File: src/rtl/fetch_if.sv
// Fetch-stage bus bundle: instruction-memory request/response plus the issue
// handshake toward decode/execute and the redirect/fault sideband.
interface fetch_if #(
  parameter int unsigned PC_WIDTH = 32
);
  logic                imem_req;
  logic [PC_WIDTH-1:0] imem_addr;
  logic                imem_rvalid;
  logic [31:0]         imem_rdata;
  logic                issue_valid;
  logic                issue_ready;
  logic [31:0]         instr;
  logic [PC_WIDTH-1:0] pc;
  logic [10:0]         ctrl_addr;
  logic                redirect_valid;
  logic [PC_WIDTH-1:0] redirect_pc;
  logic                fetch_fault;

  modport master (
    output imem_req, imem_addr, issue_valid, instr, pc, ctrl_addr, fetch_fault,
    input  imem_rvalid, imem_rdata, issue_ready, redirect_valid, redirect_pc
  );

  modport slave (
    input  imem_req, imem_addr, issue_valid, instr, pc, ctrl_addr, fetch_fault,
    output imem_rvalid, imem_rdata, issue_ready, redirect_valid, redirect_pc
  );
endinterface

File: src/rtl/fetch_unit.sv
// Instruction fetch for the non-pipelined RV32 core: one outstanding fetch,
// held instruction issued with its control-ROM address, sticky fault on timeout.
module fetch_unit #(
  parameter int unsigned         PC_WIDTH = 32,
  parameter logic [PC_WIDTH-1:0] RESET_PC = '0,
  parameter int unsigned         MAX_WAIT = 16
) (
  input  logic     clk,
  input  logic     reset,
  fetch_if.master  bus
);

  typedef enum logic [1:0] {REQ, WAIT, ISSUE, FAULT} state_t;

  localparam logic [7:0] WAIT_LAST = 8'(MAX_WAIT - 1);

  state_t              state, state_n;
  logic [7:0]          wait_cnt, wait_cnt_n;
  logic [PC_WIDTH-1:0] pc_p0, pc_n;
  logic [31:0]         instr_p0, instr_n;
  logic                issue_valid;
  logic                misaligned;

  assign misaligned = bus.redirect_pc[1:0] != 2'b00;

  always_ff @(posedge clk) begin
    if (reset) begin
      state    <= REQ;
      wait_cnt <= '0;
      pc_p0    <= RESET_PC;
      instr_p0 <= '0;
    end else begin
      state    <= state_n;
      wait_cnt <= wait_cnt_n;
      pc_p0    <= pc_n;
      instr_p0 <= instr_n;
    end
  end

  always_comb begin
    state_n    = state;
    wait_cnt_n = wait_cnt;
    pc_n       = pc_p0;
    instr_n    = instr_p0;
    unique case (state)
      REQ: begin
        wait_cnt_n = '0;
        state_n    = WAIT;
      end
      WAIT: begin
        if (bus.imem_rvalid) begin
          instr_n = bus.imem_rdata;
          state_n = ISSUE;
        end else if (wait_cnt == WAIT_LAST) begin
          state_n = FAULT;
        end else begin
          wait_cnt_n = wait_cnt + 8'd1;
        end
      end
      ISSUE: begin
        // Redirect is only honoured on the handshake; a bad target faults
        // without disturbing the PC of the instruction that requested it.
        if (bus.issue_ready) begin
          if (bus.redirect_valid && misaligned) begin
            state_n = FAULT;
          end else begin
            pc_n    = bus.redirect_valid ? bus.redirect_pc : pc_p0 + PC_WIDTH'(4);
            state_n = REQ;
          end
        end
      end
      FAULT: state_n = FAULT;
      default: state_n = REQ;
    endcase
  end

  // Output stage: decoded from the held state, all forced low during reset.
  assign issue_valid     = !reset && (state == ISSUE);
  assign bus.issue_valid = issue_valid;
  assign bus.imem_req    = !reset && (state == REQ);
  assign bus.imem_addr   = (!reset && state == REQ) ? pc_p0 : '0;
  assign bus.instr       = issue_valid ? instr_p0 : '0;
  assign bus.ctrl_addr   = issue_valid ? {instr_p0[30], instr_p0[14:12], instr_p0[6:0]} : '0;
  assign bus.pc          = reset ? '0 : pc_p0;
  assign bus.fetch_fault = !reset && (state == FAULT);

endmodule

File: src/flat_wrapper.sv
// flat-port wrapper written by rule: the top's interface ports become plain ports
module fetch_unit_flat 
#(
  parameter int unsigned         PC_WIDTH = 32,
  parameter logic [PC_WIDTH-1:0] RESET_PC = '0,
  parameter int unsigned         MAX_WAIT = 16
)
  (clk, reset, bus_imem_req, bus_imem_addr, bus_issue_valid, bus_instr, bus_pc, bus_ctrl_addr, bus_fetch_fault, bus_imem_rvalid, bus_imem_rdata, bus_issue_ready, bus_redirect_valid, bus_redirect_pc);
  fetch_if #(.PC_WIDTH(PC_WIDTH)) bus_i ();
  input  logic clk;
  input  logic reset;
  output wire logic [$bits(bus_i.imem_req)-1:0] bus_imem_req;
  output wire logic [$bits(bus_i.imem_addr)-1:0] bus_imem_addr;
  output wire logic [$bits(bus_i.issue_valid)-1:0] bus_issue_valid;
  output wire logic [$bits(bus_i.instr)-1:0] bus_instr;
  output wire logic [$bits(bus_i.pc)-1:0] bus_pc;
  output wire logic [$bits(bus_i.ctrl_addr)-1:0] bus_ctrl_addr;
  output wire logic [$bits(bus_i.fetch_fault)-1:0] bus_fetch_fault;
  input wire logic [$bits(bus_i.imem_rvalid)-1:0] bus_imem_rvalid;
  input wire logic [$bits(bus_i.imem_rdata)-1:0] bus_imem_rdata;
  input wire logic [$bits(bus_i.issue_ready)-1:0] bus_issue_ready;
  input wire logic [$bits(bus_i.redirect_valid)-1:0] bus_redirect_valid;
  input wire logic [$bits(bus_i.redirect_pc)-1:0] bus_redirect_pc;
  assign bus_imem_req = bus_i.imem_req;
  assign bus_imem_addr = bus_i.imem_addr;
  assign bus_issue_valid = bus_i.issue_valid;
  assign bus_instr = bus_i.instr;
  assign bus_pc = bus_i.pc;
  assign bus_ctrl_addr = bus_i.ctrl_addr;
  assign bus_fetch_fault = bus_i.fetch_fault;
  assign bus_i.imem_rvalid = bus_imem_rvalid;
  assign bus_i.imem_rdata = bus_imem_rdata;
  assign bus_i.issue_ready = bus_issue_ready;
  assign bus_i.redirect_valid = bus_redirect_valid;
  assign bus_i.redirect_pc = bus_redirect_pc;
  fetch_unit #(.PC_WIDTH(PC_WIDTH), .RESET_PC(RESET_PC), .MAX_WAIT(MAX_WAIT)) u_core (.clk(clk), .reset(reset), .bus(bus_i));
endmodule
File: config.mk
export PLATFORM = sky130hd
export DESIGN_NAME = fetch_unit_flat
export DESIGN_NICKNAME = d
export VERILOG_FILES = /design/src/rtl/fetch_if.sv /design/src/rtl/fetch_unit.sv /design/src/flat_wrapper.sv
export SDC_FILE = /design/constraint.sdc
export NUM_CORES = 1
export LEC_CHECK = 0
export ABC_AREA = 1
export BUFFER_PORTS_ARGS = -buffer_cell sky130_fd_sc_hd__clkbuf_2
export CAP_MARGIN = 20
export CORE_AREA = 3 3 96 98
export CTS_BUF_LIST = sky130_fd_sc_hd__clkbuf_8
export DETAILED_ROUTE_END_ITERATION = 8
export DIE_AREA = 0 0 99 101
export PLACE_DENSITY_LB_ADDON = 0.25
export SLEW_MARGIN = 40
export SYNTH_ARGS = -nofsm -noshare
export SYNTH_HDL_FRONTEND = slang
export SYNTH_SLANG_ARGS = --single-unit
File: constraint.sdc
create_clock -name clk -period 2.55 [get_ports clk]
set_input_delay 0.3825 -clock clk [delete_from_list [all_inputs] [get_ports clk]]
set_output_delay 0.3825 -clock clk [all_outputs]
set_load 0.02 [all_outputs]
Word-level counts from Yosys, hierarchy flattened
Cells that the tools add are included.
{ "totals": {"ff_bits": 74, "in_bits": 69, "output_inout_bits": 110, "word_cells": 40} }
{ "op_classes": {"addsub": 2, "n_eq_ne": 8, "muxes": 13, "bitwise_logic": 1, "n_reduce_logical": 12} }
{ "op_table": {"columns": ["operator", "count"], "rows": [
  ["$mux 32", 4],
  ["$add 32x3->32 const B", 1],
  ["$mux 8", 2],
  ["$pmux 8 s2", 1],
  ["$mux 11", 1],
  ["$add 8x1->8 const B", 1],
  ["$eq 8x4->1 const B", 1],
  ["$mux 2", 4],
  ["$pmux 2 s4", 1],
  ["$ne 2x2->1 const B", 3],
  ["$reduce_and 3->1", 2],
  ["$eq 2x2->1 const B", 2],
  ["$logic_and 1x1->1", 4],
  ["$reduce_and 2->1", 2],
  ["$reduce_bool 2->1", 2],
  ["$ne 3x2->1 const B", 1],
  ["$eq 2x1->1 const B", 1],
  ["$logic_not 2->1", 1],
  ["$logic_not 1->1", 1],
  ["$not 1->1", 1]
]} }

Depth between registers and ports, before layout
{ "depth": {"depth_word": 5, "depth_mapped": 10, "depth_no_buf": 10} }

Worst setup path before layout
No wires, ideal clock.
{ "synth_path": {"kind": "input -> output", "start": "input port reset", "end": "output port bus_instr[12]", "t_arrival_ns": 1.793, "required_ns": 2.168, "slack_ns": 0.375, "path_stages": 7, "n_path_buf": 2, "path_cell_list": "inv_1 -> nand2_1 -> nor2_1 -> inv_1 -> clkbuf_1 -> nor2_1 -> buf_4"} }
{ "synth_via": {"elab_chain_cells": 3} }
{ "synth_lines": {"columns": ["element", "line_no", "source"], "rows": [
  ["start: declaration", "flat_wrapper.sv:11", "input logic reset;"],
  ["$logic_not 1->1", "fetch_unit.sv:78", "assign issue_valid = !reset && (state == ISSUE);"],
  ["$logic_and 1x1->1", "fetch_unit.sv:78", null],
  ["via bus_issue_valid", "flat_wrapper.sv:14", "output wire logic [$bits(bus_i.issue_valid)-1:0] bus_issue_valid;"],
  ["$mux 32", "fetch_unit.sv:82", "assign bus.instr = issue_valid ? instr_p0 : '0;"],
  ["end: declaration", "flat_wrapper.sv:15", "output wire logic [$bits(bus_i.instr)-1:0] bus_instr;"]
]} }
The timed path passes the listed nets, and every way through them passes these cells.

Worst setup path after layout
{ "layout_path": {"start": "register u_core.state[0]", "end": "output port bus_imem_addr[15]"} }
{ "layout_via": {"elab_chain_cells": 3} }
{ "layout_lines": {"columns": ["element", "line_no", "source"], "rows": [
  ["start: declaration", "fetch_unit.sv:17", "state_t state, state_n;"],
  ["start signal: assignment", "fetch_unit.sv:33", "state <= state_n;"],
  ["$logic_not 2->1", "fetch_unit.sv:81", "assign bus.imem_addr = (!reset && state == REQ) ? pc_p0 : '0;"],
  ["$logic_and 1x1->1", "fetch_unit.sv:81", null],
  ["$mux 32", "fetch_unit.sv:81", null],
  ["end: declaration", "flat_wrapper.sv:13", "output wire logic [$bits(bus_i.imem_addr)-1:0] bus_imem_addr;"]
]} }
Every way passes these cells.

==> impl_summary.md <==
Logic synthesis
Counting instances in the post-synthesis netlist gives the leading cell types as sky130_fd_sc_hd__nor2_1 (208), sky130_fd_sc_hd__nand2_1 (184), sky130_fd_sc_hd__inv_1 (98). The number of flops mapped to enable cells by yosys is 0. The number of nets in the synthesized netlist is 858. After synthesis the netlist holds a flip-flop and latch count of 74. After synthesis, the largest area contributor takes up about 32% of total cell area. The synthesized netlist cell count is roughly 790.

Yosys attributes the largest share of cell area to sky130_fd_sc_hd__dfxtp_1 (32%), sky130_fd_sc_hd__nor2_1 (17%), sky130_fd_sc_hd__nand2_1 (15%). The fraction of synthesis flops using an asynchronous set or reset pin is 0%. For this run, the leading register cell type out of synthesis is sky130_fd_sc_hd__dfxtp_1. The synthesized design spends more area on one cell type than any other, namely sky130_fd_sc_hd__dfxtp_1. Averaged over all synthesized cells, the footprint is 5.811 sq um. After synthesis, flip-flops and latches occupy around 32% of the total area. The count of unique library cells instantiated by Yosys is 31.

The most numerous cell in the Yosys netlist is sky130_fd_sc_hd__nor2_1. The mapped netlist covers roughly 4600 sq um. The synthesis warning total is 0.

Pwr
The design draws ~2.6 mW. The leakage dissipation is about 2.6 nW. VDD sags by at most roughly 0.25 mV. Dividing total power by cell area gives a power density of between 400 and 500 nW/um^2.

Setup path
The critical path launch point type is a flip-flop. The element type at the critical path end is an output pin. The required arrival time at the worst endpoint is roughly 2.2 ns.

The critical path in this run is classified as flip-flop to output pin. The cell occurring most often along the worst timing path is sky130_fd_sc_hd__nor2_1. The maximum fanout along the worst path is 26. Walking the worst path, the cells encountered are nor2_1, inv_2, nor2_1, inv_2, nor2_1, clkbuf_2.

The cell family contributing the most delay on the critical path is buffers and inverters. The number of buffers and inverters on the critical path is 3. In this design, the stage delay of the slowest critical-path cell is a little over 0.5 ns.

Among all stages on the critical path, the largest delay is contributed by sky130_fd_sc_hd__dfxtp_1. Data on the critical path arrives at its endpoint at 1.88 ns.

Finish
The number of antenna diodes is 0. Cells with a size suffix above 1 make up ~23% of the layout. Cells fill 65.61% of the core in the end.

The total number of nets in the final design is ~1000. From synthesis to final layout, the design area changed by 22.68%. The number of standard cells in the final layout excluding fillers is approximately 1100.

STA
The final number of hold-violating endpoints is 0. Summed over all failing endpoints, the final setup total negative slack is 0 ns. The headroom to the max-slew limit is 64.70%.

Setup repair after global routing left no endpoint under its margin. The clock period minus worst slack is 2.267 ns. The achievable frequency is 0.4411 GHz. Dividing the final minimum period by the clock period gives between 80 and 90%. At the pin with the least slew margin, the transition time is ~0.53 ns.

The count of final setup violators is 0. The max-slew violation total from the final report is 0. On the final layout, the worst clock skew is about 0.0092 ns.

Global routing
The number of global-route vias before repair is 4457. The pin count of the biggest net entering global routing is between 60 and 70. The total overflow left after global routing is 0. The number of antenna violations at the first check in global routing came to 0.

The first global-routing pass estimated just over 20000 um of wire. In the global route stage, overall resource usage came out at approximately a quarter.

Place
The wire-length estimate of the detail-placed layout is about 9400 um. Port buffering added between 150 and 200 buffers. Routability-driven placement finished with a final weighted congestion of 0.9356. The cell count after placement is 1037.

Clock tree
The CTS tree is built. The number of buffers on the longest clock path is 2. The clock root buffer is sky130_fd_sc_hd__clkbuf_8. The clock latency of the later-clocked register in the worst-skew pair is ~0.35 ns. The buffers inserted during post-CTS setup optimization is 0.

The number of clock buffers inserted by TritonCTS is 9. Clock-pin slew was measured on the worst setup and hold paths at 0.09 ns. The number of clock sinks is 74. The post-cts sizing count is 0. Buffers inserted to repair hold after CTS numbered 0. The H-tree was split into 3 levels.

Drt
The number of remaining DRC errors is 0. In this run, the number of DRC markers left after iteration 0 of detailed routing was around 170. The count of TritonRoute iterations in the first routing pass is 5. The routed wire length is 12710 um. The count of vias placed by the detailed router is 5163. Dividing the detail-routed wire length by the instance count gives around 12 um.

The post-detailed-route count of antenna-violating nets is 0. In the routed layout, each cell is associated on average with a via count of 4.903.

Die
Row generation in the floorplan step produced 34 rows. Measured along the x axis, the die boundary spans between 90 and 100 um. Once the floorplan was initialized, standard cells occupied between 50% and 60% of the core. The die outline height is 101 um. The full die area is around 10000 sq um. The top-level I/O count is between 150 and 200. The floorplan core area is 8551 sq um.

Hold path
The worst hold path belongs to the class input pin to flip-flop.

Run
Max-cap violations in this run came to 0.

Run status
The run finished with clean final reports.
==> sequential cells by signal, indices dropped and copies added, names as in the netlist <==
| register | cells |
|---|---|
| u_core.instr_p0 | 32 |
| u_core.pc_p0 | 32 |
| u_core.wait_cnt | 8 |
| u_core.state | 2 |
==> kinds of logic (layout without fill, tap and decap cells) <==
group                      after synthesis  in the layout  synth area share [%]
and+or+nand+nor                        457            457                 40.33
adders and majority gates                2              2                0.5471
DFF                                     74             74                 32.39
xor gates and xnor gates                 5              5                0.9575
buffers and inverters                  144            302                 13.71
AOI/OAI and AO/OA                      105            105                 12.07
==> worst min-delay path, cell delays in order <==
cell                       delay [ns]
sky130_fd_sc_hd__clkbuf_2        0.08
sky130_fd_sc_hd__o211ai_1        0.07
sky130_fd_sc_hd__nand2_1         0.05
==> final cells by class <==
cell class	instances	area, sq um
Multi-Input combinational cell	569	2465
Inverter	102	382.9
Clock inverter	6	72.57
Timing Repair Buffer	184	935.9
Sequential cell	74	1481
Clock buffer	10	137.6
Fill cell	870	2940
Tap cell	108	135.1
==> worst paths after layout <==
kind	to	depth (start not counted)	start	slack [ns]
setup / recovery	bus_imem_addr[15]	6	u_core.state[0]	0.28
setup reg to reg	u_core.pc_p0[24]	10	u_core.pc_p0[2]	0.75
hold / removal	u_core.pc_p0[8]	3	bus_redirect_pc[8]	0.26
hold reg to reg	u_core.instr_p0[16]	2	u_core.instr_p0[16]	0.46
==> stage by stage <==
stage	cell area, sq um	setup WS, ns	hold WS (ns)
final	5610	0.2829	0.2644
after detailed placement	5400	0.4227	0.4432
after floorplan	4573	0.3747	0.4295
after global placement	5400	0.4629	0.4385
after global routing	5610	0.1004	0.2634
after CTS	5610	0.2899	0.2537
==> power breakdown <==
part / internal (mW) / total, mW / switching, mW
Clock: 0.490 / 0.974 / 0.484
Sequential: 1.21 / 1.24 / 0.0282
Combinational: 0.120 / 0.357 / 0.237
Total: 1.82 / 2.57 / 0.750
==> metal layers <==
metal  up-vias  global-route usage [%]  routed length (um)
met2       186                   41.89                5987
met3        22                   3.737                 791
li1       2727                       -                   -
met1      2228                   31.46                5662
met5         -                       0                   0
met4         0                   8.298                 264
==> placed cells by master, fill, tap and decap left out, drive strengths merged <==
master / instances
clkbuf: 188
o22ai: 2
nor3: 4
o211ai: 3
o21ai: 59
and2: 2
a22oi: 1
a21oi: 38
o21bai: 1
a32oi: 1
inv: 104
nand2: 185
nand3: 45
buf: 6
bufinv: 1
nor2: 215
nand4: 5
dfxtp: 74
clkinv: 2
clkinvlp: 1
and3: 1
ha: 2
xnor2: 1
xor2: 4
Power figures use the tool's default switching activity.
